$ cat config.mk
export PLATFORM = sky130hd
export DESIGN_NAME = counter_n
export DESIGN_NICKNAME = d
export VERILOG_FILES = /design/src/rtl/counter_n_pkg.sv /design/src/rtl/counter_n_prescale.sv /design/src/rtl/counter_n.sv
export SDC_FILE = /design/constraint.sdc
export NUM_CORES = 1
export LEC_CHECK = 0
export ABC_AREA = 0
export CORE_MARGIN = 2
export CORE_UTILIZATION = 35
export CTS_CLUSTER_DIAMETER = 60
export CTS_CLUSTER_SIZE = 30
export DETAILED_ROUTE_END_ITERATION = 6
export HOLD_SLACK_MARGIN = 0.05
export PLACE_DENSITY = 0.67
export SETUP_SLACK_MARGIN = 0.4
export SLEW_MARGIN = 20
export SYNTH_ARGS = -nofsm -noshare
export SYNTH_HDL_FRONTEND = slang
export SYNTH_SLANG_ARGS = --single-unit
$ cat constraint.sdc
create_clock -name clk -period 6.1 [get_ports clk]
set_clock_uncertainty 0.15 [all_clocks]
set_input_delay 0.915 -clock clk [delete_from_list [all_inputs] [get_ports clk]]
set_output_delay 0.915 -clock clk [all_outputs]
set_load 0.05 [all_outputs]
$ cat src/rtl/counter_n_pkg.sv
// Shared types for the counter_n block: count-mode encoding and its width.
package counter_n_pkg;

   localparam int MODE_W = 2;

   typedef enum logic [MODE_W-1:0] {
      MODE_UP_WRAP = 2'b00,
      MODE_DN_WRAP = 2'b01,
      MODE_UP_SAT  = 2'b10,
      MODE_DN_SAT  = 2'b11
   } mode_t;

endpackage

$ cat src/rtl/counter_n_prescale.sv
// Enable-gated prescaler: issues one tick per presc+1 enabled cycles.
// Comparing with >= lets a lowered presc fire on the very next enabled cycle.
module counter_n_prescale #(
   parameter int PRESC_W = 8
) (
   input  logic               clk,
   input  logic               reset,
   input  logic               en,
   input  logic               clr,
   input  logic [PRESC_W-1:0] presc,
   output logic               tick
);

   logic [PRESC_W-1:0] count;

   assign tick = en && (count >= presc);

   // Prescale count: cleared by load or on tick, advances only while enabled.
   always_ff @(posedge clk or negedge reset) begin
      if (!reset) begin
         count <= '0;
      end else if (clr || tick) begin
         count <= '0;
      end else if (en) begin
         count <= count + PRESC_W'(1);
      end
   end

endmodule

$ cat src/rtl/counter_n.sv
// Up/down wrap/saturate counter with load, prescaled stepping, terminal-count
// pulse and compare match.
// Build option: COUNTER_N_PRESCALE_EN builds the prescaler; without it presc
// is ignored and the counter steps on every enabled cycle.
module counter_n
   import counter_n_pkg::*;
#(
   parameter int WIDTH   = 32,
   parameter int PRESC_W = 8
) (
   input  logic               clk,
   input  logic               reset,
   input  logic               en,
   input  logic [MODE_W-1:0]  mode,
   input  logic               load,
   input  logic [WIDTH-1:0]   load_val,
   input  logic [PRESC_W-1:0] presc,
   input  logic [WIDTH-1:0]   cmp_val,
   output logic [WIDTH-1:0]   counter,
   output logic               tc,
   output logic               match
);

   localparam logic [WIDTH-1:0] ALL_ONES = '1;
   localparam logic [WIDTH-1:0] ZERO     = '0;
   localparam logic [WIDTH-1:0] ONE      = WIDTH'(1);

   logic             tick;
   mode_t            mode_sel;
   logic [WIDTH-1:0] up_val;
   logic [WIDTH-1:0] dn_val;
   logic [WIDTH-1:0] counter_next;
   logic             tc_next;
   logic             sat_hit;
   logic             sat_hit_next;

`ifdef COUNTER_N_PRESCALE_EN
   counter_n_prescale #(
      .PRESC_W (PRESC_W)
   ) u_prescale (
      .clk   (clk),
      .reset (reset),
      .en    (en),
      .clr   (load),
      .presc (presc),
      .tick  (tick)
   );
`else
   logic unused_presc;
   assign unused_presc = ^presc;
   assign tick         = en;
`endif

   assign mode_sel = mode_t'(mode);
   assign up_val   = counter + ONE;
   assign dn_val   = counter - ONE;
   assign match    = (counter == cmp_val);

   // Next count and terminal-count decision; load overrides any step.
   // sat_hit marks a terminal value reached by saturating so tc fires once.
   always_comb begin
      counter_next = counter;
      tc_next      = 1'b0;
      sat_hit_next = sat_hit;
      if (load) begin
         counter_next = load_val;
         sat_hit_next = 1'b0;
      end else if (tick) begin
         case (mode_sel)
            MODE_UP_WRAP: begin
               counter_next = up_val;
               tc_next      = (counter == ALL_ONES);
               sat_hit_next = 1'b0;
            end
            MODE_DN_WRAP: begin
               counter_next = dn_val;
               tc_next      = (counter == ZERO);
               sat_hit_next = 1'b0;
            end
            MODE_UP_SAT: begin
               if (counter != ALL_ONES) begin
                  counter_next = up_val;
                  tc_next      = (up_val == ALL_ONES) && !sat_hit;
                  sat_hit_next = (up_val == ALL_ONES);
               end
            end
            MODE_DN_SAT: begin
               if (counter != ZERO) begin
                  counter_next = dn_val;
                  tc_next      = (dn_val == ZERO) && !sat_hit;
                  sat_hit_next = (dn_val == ZERO);
               end
            end
            default: begin
               counter_next = counter;
            end
         endcase
      end
   end

   // Count, tc and saturate flag registers.
   always_ff @(posedge clk or negedge reset) begin
      if (!reset) begin
         counter <= '0;
         tc      <= 1'b0;
         sat_hit <= 1'b0;
      end else begin
         counter <= counter_next;
         tc      <= tc_next;
         sat_hit <= sat_hit_next;
      end
   end

endmodule

==> impl_metrics.ini, run 1 <==
[outcome]
status = finished clean

[cts]
clk_pin_slew_worst_paths_ns = 0.07
clk_latency_ns = 0.30
cts_setup_buffers = 0
cts_max_level = 2
ctsHoldBuffers = 0
cts_root_buf = clkbuf_8
cts_buffer_depth = 2
cts_tree = built
clkSinkCount = 34
cts.repair.resized = 0
cts_buffers = 5

[placed_design]
io_buffers = 103
numPlacedInstances = 698
hpwlAfterDp_mm = 10.3
placed_area_um2 = 4900
globalplace.congestion = 0.950

[die]
start_util_pct = 35.9
coreArea_um2 = 10800
die-area_um2 = 12000
die_w_um = 109
rows = 38
ios = 112
die_h_um = 109

[detailed_routing]
post_drt_wl_per_cell_um = 19.4
wirelength_mm = 13.7
ant_nets = 0
firstDrtPassIters = 4
drc_errors = 0
drt_iter0_drc = 289
viasPerCell = 5.91
dr_total_vias = 4166

[setup_path]
rr_endpoint = counter[13]$_DFFE_PN0P_
worstPathMaxFanout = 1
start_kind = primary input
reg2reg_slack_ns = 2.42
criticalPathCategory = primary input to primary output
r2r-start = counter[0]$_DFFE_PN0P_
cp-end-kind = primary output
worstPathArrival_ns = 3.07
worstPathRequired_ns = 5.03
r2r_cells = 9

[logic_synthesis]
synthesis.instances = 498
synth-edff-count = 0
synth_cell_type_count = 70
yosys_most_used_dff = dfrtp_1
synth_top_area_share_pct = 21.9
ys_async_sr_fraction_pct = 100
syn-cell-area_um2 = 3890
synth_seq_cells = 34
synth.yosys.seq_area_share_pct = 21.9
synth.area.top_cells = dfrtp_1, xor2_1, mux2_2
syn-num-nets = 580
synth_largest_area_cell = dfrtp_1
yosysWarnings = 0
syn_area_per_cell_um2 = 7.82

[timing]
setup_violations = 0
hold_viol_final = 0
fin_tns_setup_ns = 0
period_minus_slack_ns = 4.14
max_freq_ghz = 0.242
worst_slew_pin_slew_ns = 0.875
finalCritPeriodShare_pct = 67.8
slew_viol_final = 0
relSlewSlack_pct = 41.7
rsz0062_at_grt = false

[worst_hold_path]
min_from = sat_hit$_DFFE_PN0P_
whs_endpoint = sat_hit$_DFFE_PN0P_
hp-class = flip-flop to flip-flop
min_delay_path_depth = 2

[layout]
multi_input_area_um2 = 2780
final_common_cell = clkdlybuf4s50_1
finish.instance_area_um2 = 4980
final_cell_mix = clkdlybuf4s50_1, xor2_1, nor2_1
area_delta_synth_final_pct = 27.8
stdcell_count = 705
seqCellArea_um2 = 851
antenna-diode-count = 0
num-fill-cells = 1122
drive_above_1_share_pct = 7.96
fin_nets = 647

[grt]
grt_overflow_total = 0
grt.total_usage_pct = 23.6
antenna_found_initial = 0
grt_max_degree = 49
grt_pass1_wl_mm = 21.8
grt_pass1_vias = 4043

[power_and_ir_drop]
max-vdd-ir-drop_mv = 0.0756
p_total_mw = 0.868
leakagePower_nw = 1.73
power.density_nw_per_um2 = 174

[run]
max-cap-violations = 0
-- area by class of cell --
| type | instances | share of cell area, % |
|---|---|---|
| clock buffers | 7 | 1.53 |
| inverters | 10 | 0.754 |
| multi-input cells | 407 | 55.9 |
| flip-flops and latches | 34 | 17.1 |
| well taps | 140 | 3.52 |
| repair buffers | 107 | 21.2 |
-- where the power goes --
part | switching, mW | internal (mW) | total, mW | leakage [nW]
registers | 0.0956 | 0.247 | 0.342 | 0.408
clock network | 0.0890 | 0.0787 | 0.168 | 0.0383
logic | 0.200 | 0.158 | 0.358 | 1.28
total | 0.385 | 0.484 | 0.868 | 1.73
-- state kept, by name, indices dropped and copies added (netlist names) --
| register | cells |
|---|---|
| counter | 32 |
| sat_hit | 1 |
| tc | 1 |
-- worst max-delay path, cell delays in order --
cell	delay [ns]
clkdlybuf4s50_1	0.42
xor2_1	0.15
nor4_1	0.50
nand4_1	0.15
nor2_1	0.12
clkdlybuf4s50_1	0.81
-- how the worst max path moves through the flow --
| stage | startpoint | end | slack (ns) |
|---|---|---|---|
| floorplan | counter[5]$_DFFE_PN0P_ | match | 2.73 |
| global placement | cmp_val[14] | match | 2.00 |
| detailed placement | cmp_val[14] | match | 1.96 |
| CTS | cmp_val[14] | match | 1.96 |
| global route | cmp_val[14] | match | 1.88 |
| finish | cmp_val[14] | match | 1.96 |
-- Yosys cell counts (all sizes together), types with 2 or more instances --
cell type and count:
o21ai 21, o2111ai 3, nor2b 4, nor3 19, mux2i 2, or2 2, nand3 28, o31ai 5
o211ai 2, a32oi 4, o211a 2, or4b 2, mux2 19, nand4 23, o32ai 2, and2 3
nor3b 2, nor4bb 2, and4 5, or4 10, and3 8, dfrtp 34, a22oi 3, a31oi 6
buf 21, nand4b 2, nand2 36, o221ai 2, inv 10, a21oi 19, or3 8, xnor2 21
clkbuf 26, xor2 50, a2111oi 2, ha 4, nor4 25, nand3b 2, o22ai 3, nor4b 3
nor2 38
-- metrics by stage --
stage / hold slack (ns) / util, % / setup slack (ns)
after floorplan: 0.382 / - / 2.73
after global placement: 0.407 / 45.2 / 2.00
after detailed placement: 0.419 / 45.2 / 1.96
after CTS: 0.430 / 45.9 / 1.96
after global routing: 0.492 / 45.9 / 1.88
final: 0.435 / 45.9 / 1.96
-- cell families after synthesis --
| group | after synthesis | share of synthesized area [%] |
|---|---|---|
| muxes | 21 | 6.01 |
| buffers and inverters | 57 | 6.72 |
| xor gates and xnor gates | 71 | 16.0 |
| AOI/OAI and AO/OA | 86 | 14.7 |
| adders and majority gates | 4 | 1.29 |
| DFF | 34 | 21.9 |
| and+or+nand+nor | 225 | 33.5 |
-- routing by layer --
metal | track usage (%) | share of wire (%) | vias to the layer above
li1 | - | - | 1972
met1 | 32.9 | 45 | 1975
met2 | 36.4 | 44 | 198
met3 | 4.80 | 8.8 | 21
met4 | 7.50 | 2.1 | 0
met5 | 0 | 0 | -
No activity file was read; power rests on OpenSTA's default activity.
==> run 2: changes to the inputs <==
--- a/config.mk
+++ b/config.mk
@@ -12,7 +12,7 @@
 export CTS_CLUSTER_SIZE = 30
 export DETAILED_ROUTE_END_ITERATION = 6
 export HOLD_SLACK_MARGIN = 0.05
-export PLACE_DENSITY = 0.67
+export PLACE_DENSITY = 0.69
 export SETUP_SLACK_MARGIN = 0.4
 export SLEW_MARGIN = 20
 export SYNTH_ARGS = -nofsm -noshare
==> constraint.sdc (replaced) <==
create_clock -name clk -period 3.7 [get_ports clk]
set_clock_uncertainty 0.15 [all_clocks]
set_input_delay 0.555 -clock clk [delete_from_list [all_inputs] [get_ports clk]]
set_output_delay 0.555 -clock clk [all_outputs]
set_load 0.05 [all_outputs]
==> run 2 against run 1 <==
  * Combinational power is 91% higher
  * Non-clock buffer count is 31 higher
  * Sequential power increased by 55%
  * Count of clock-buffer cells in the layout is 1 lower
  * Largest power group unchanged
  * Worst setup slack got worse by 1.5 ns
==> impl_metrics.ini, run 2 (synthesis results as in run 1) <==
[outcome]
status = finished clean

[timing]
fin_tns_setup_ns = 0
relSlewSlack_pct = 37.5
max_freq_ghz = 0.308
finalCritPeriodShare_pct = 87.7
hold_viol_final = 0
period_minus_slack_ns = 3.24
worst_slew_pin_slew_ns = 0.938
rsz0062_at_grt = false
slew_viol_final = 0
setup_violations = 0

[layout]
num-fill-cells = 1106
largest_register = counter
finish.instance_area_um2 = 5250
fin_nets = 678
top_regs = counter x32, sat_hit x1, tc x1
final_common_cell = clkdlybuf4s50_1
stdcell_count = 735
multi_input_area_um2 = 2810
area_delta_synth_final_pct = 34.9
antenna-diode-count = 0
largest_reg_flops = 32
drive_above_1_share_pct = 14.5
seqCellArea_um2 = 856
final_cell_mix = clkdlybuf4s50_1, xor2_1, nor2_1

[setup_path]
criticalPathCategory = flip-flop to flip-flop
worstPathArrival_ns = 3.24
worstPathMaxFanout = 6
slowest_stage = or4b_2
worstPathRequired_ns = 3.69
start_kind = flip-flop
cp-end-kind = flip-flop
cp_cell_sequence = inv_1, ha_1, or4b_2, nor3_1, nor4_1, a31oi_1, o31ai_1, a32oi_1, a211oi_1
max_stage_delay_ns = 0.68

[placed_design]
globalplace.congestion = 0.901
placed_area_um2 = 5120
numPlacedInstances = 727
hpwlAfterDp_mm = 10.9
io_buffers = 103

[die]
rows = 38
coreArea_um2 = 10800
ios = 112
die_h_um = 109
die_w_um = 109
die-area_um2 = 12000
start_util_pct = 35.9

[grt]
grt_overflow_total = 0
grt_max_degree = 49
antenna_found_initial = 0
grt_pass1_wl_mm = 22.2
grt_pass1_vias = 4052
grt.total_usage_pct = 24.1

[power_and_ir_drop]
leakagePower_nw = 1.89
max-vdd-ir-drop_mv = 0.141
power.density_nw_per_um2 = 287

[cts]
cts_tree = built
clkSinkCount = 34
cts_max_level = 2
cts_root_buf = clkbuf_8
clk_pin_slew_worst_paths_ns = 0.07
clk_latency_ns = 0.30
cts_buffers = 5
cts_buffer_depth = 2
ctsHoldBuffers = 0

[detailed_routing]
dr_total_vias = 4327
ant_nets = 0
drt_iter0_drc = 297
drc_errors = 0
viasPerCell = 5.89
wirelength_mm = 14.6
firstDrtPassIters = 5
post_drt_wl_per_cell_um = 19.9

[worst_hold_path]
hp-class = flip-flop to flip-flop

[run]
max-cap-violations = 0
-- run 2: area by class of cell --
type	count	area share (%)
Clock buffer	6	1.57
Inverter	10	0.715
Multi-Input combinational cell	407	53.6
Sequential cell	34	16.3
Tap cell	140	3.33
Timing Repair Buffer	138	24.5
-- run 2: path summary, 6_finish.rpt --
| path | depth (start not counted) | slack [ns] | from | to |
|---|---|---|---|---|
| worst max-delay path | 9 | 0.46 | counter[0]$_DFFE_PN0P_ | sat_hit$_DFFE_PN0P_ |
| worst min-delay path | 2 | 0.43 | sat_hit$_DFFE_PN0P_ | sat_hit$_DFFE_PN0P_ |
| worst max register to register | 9 | 0.46 | counter[0]$_DFFE_PN0P_ | sat_hit$_DFFE_PN0P_ |
| worst min register to register | 2 | 0.43 | sat_hit$_DFFE_PN0P_ | sat_hit$_DFFE_PN0P_ |
| max in group asynchronous | 2 | 2.51 | reset | counter[4]$_DFFE_PN0P_ |
| min in group asynchronous | 2 | 0.50 | reset | counter[3]$_DFFE_PN0P_ |
-- run 2: critical path, delay by kind of cell, from the launching register on --
family                   cells  cell delay [ns]
buffers and inverters        1             0.12
flip-flops                   1             0.47
AND/OR/NAND/NOR              3             1.40
adder cells (fa/ha/maj)      1             0.19
AO/OA/AOI/OAI                4             0.74
-- run 2: what timing repair did --
| item | 4_1_cts | 5_1_grt |
|---|---|---|
| setup buffers | 2 | 0 |
| resized for setup | 2 | 10 |
| setup endpoints to repair | 9 | 22 |
-- run 2: through the flow --
| stage | hold slack, ns | worst slack (ns) | power (mW) | utilization [%] |
|---|---|---|---|---|
| floorplan | 0.109 | 0.478 | 0.920 | - |
| global placement | 0.408 | 0.350 | 1.19 | 47.2 |
| detailed placement | 0.415 | 0.336 | 1.20 | 47.2 |
| CTS | 0.431 | 0.454 | 1.50 | 48.1 |
| global route | 0.447 | 0.401 | 1.58 | 48.5 |
| finish | 0.429 | 0.455 | 1.51 | 48.5 |
-- run 2: power by group --
group	internal, mW	switching [mW]
registers	0.409	0.122
clock network	0.144	0.149
logic	0.295	0.388
-- run 2: metal layers --
layer,share of wire [%],up-vias,GRT usage (%),wire length [µm]
met2,45,208,38.9,6530
met4,2.4,0,7.23,350
met5,0,-,0,0
li1,-,2043,-,-
met1,45,2049,33.2,6500
met3,8.3,27,3.44,1220
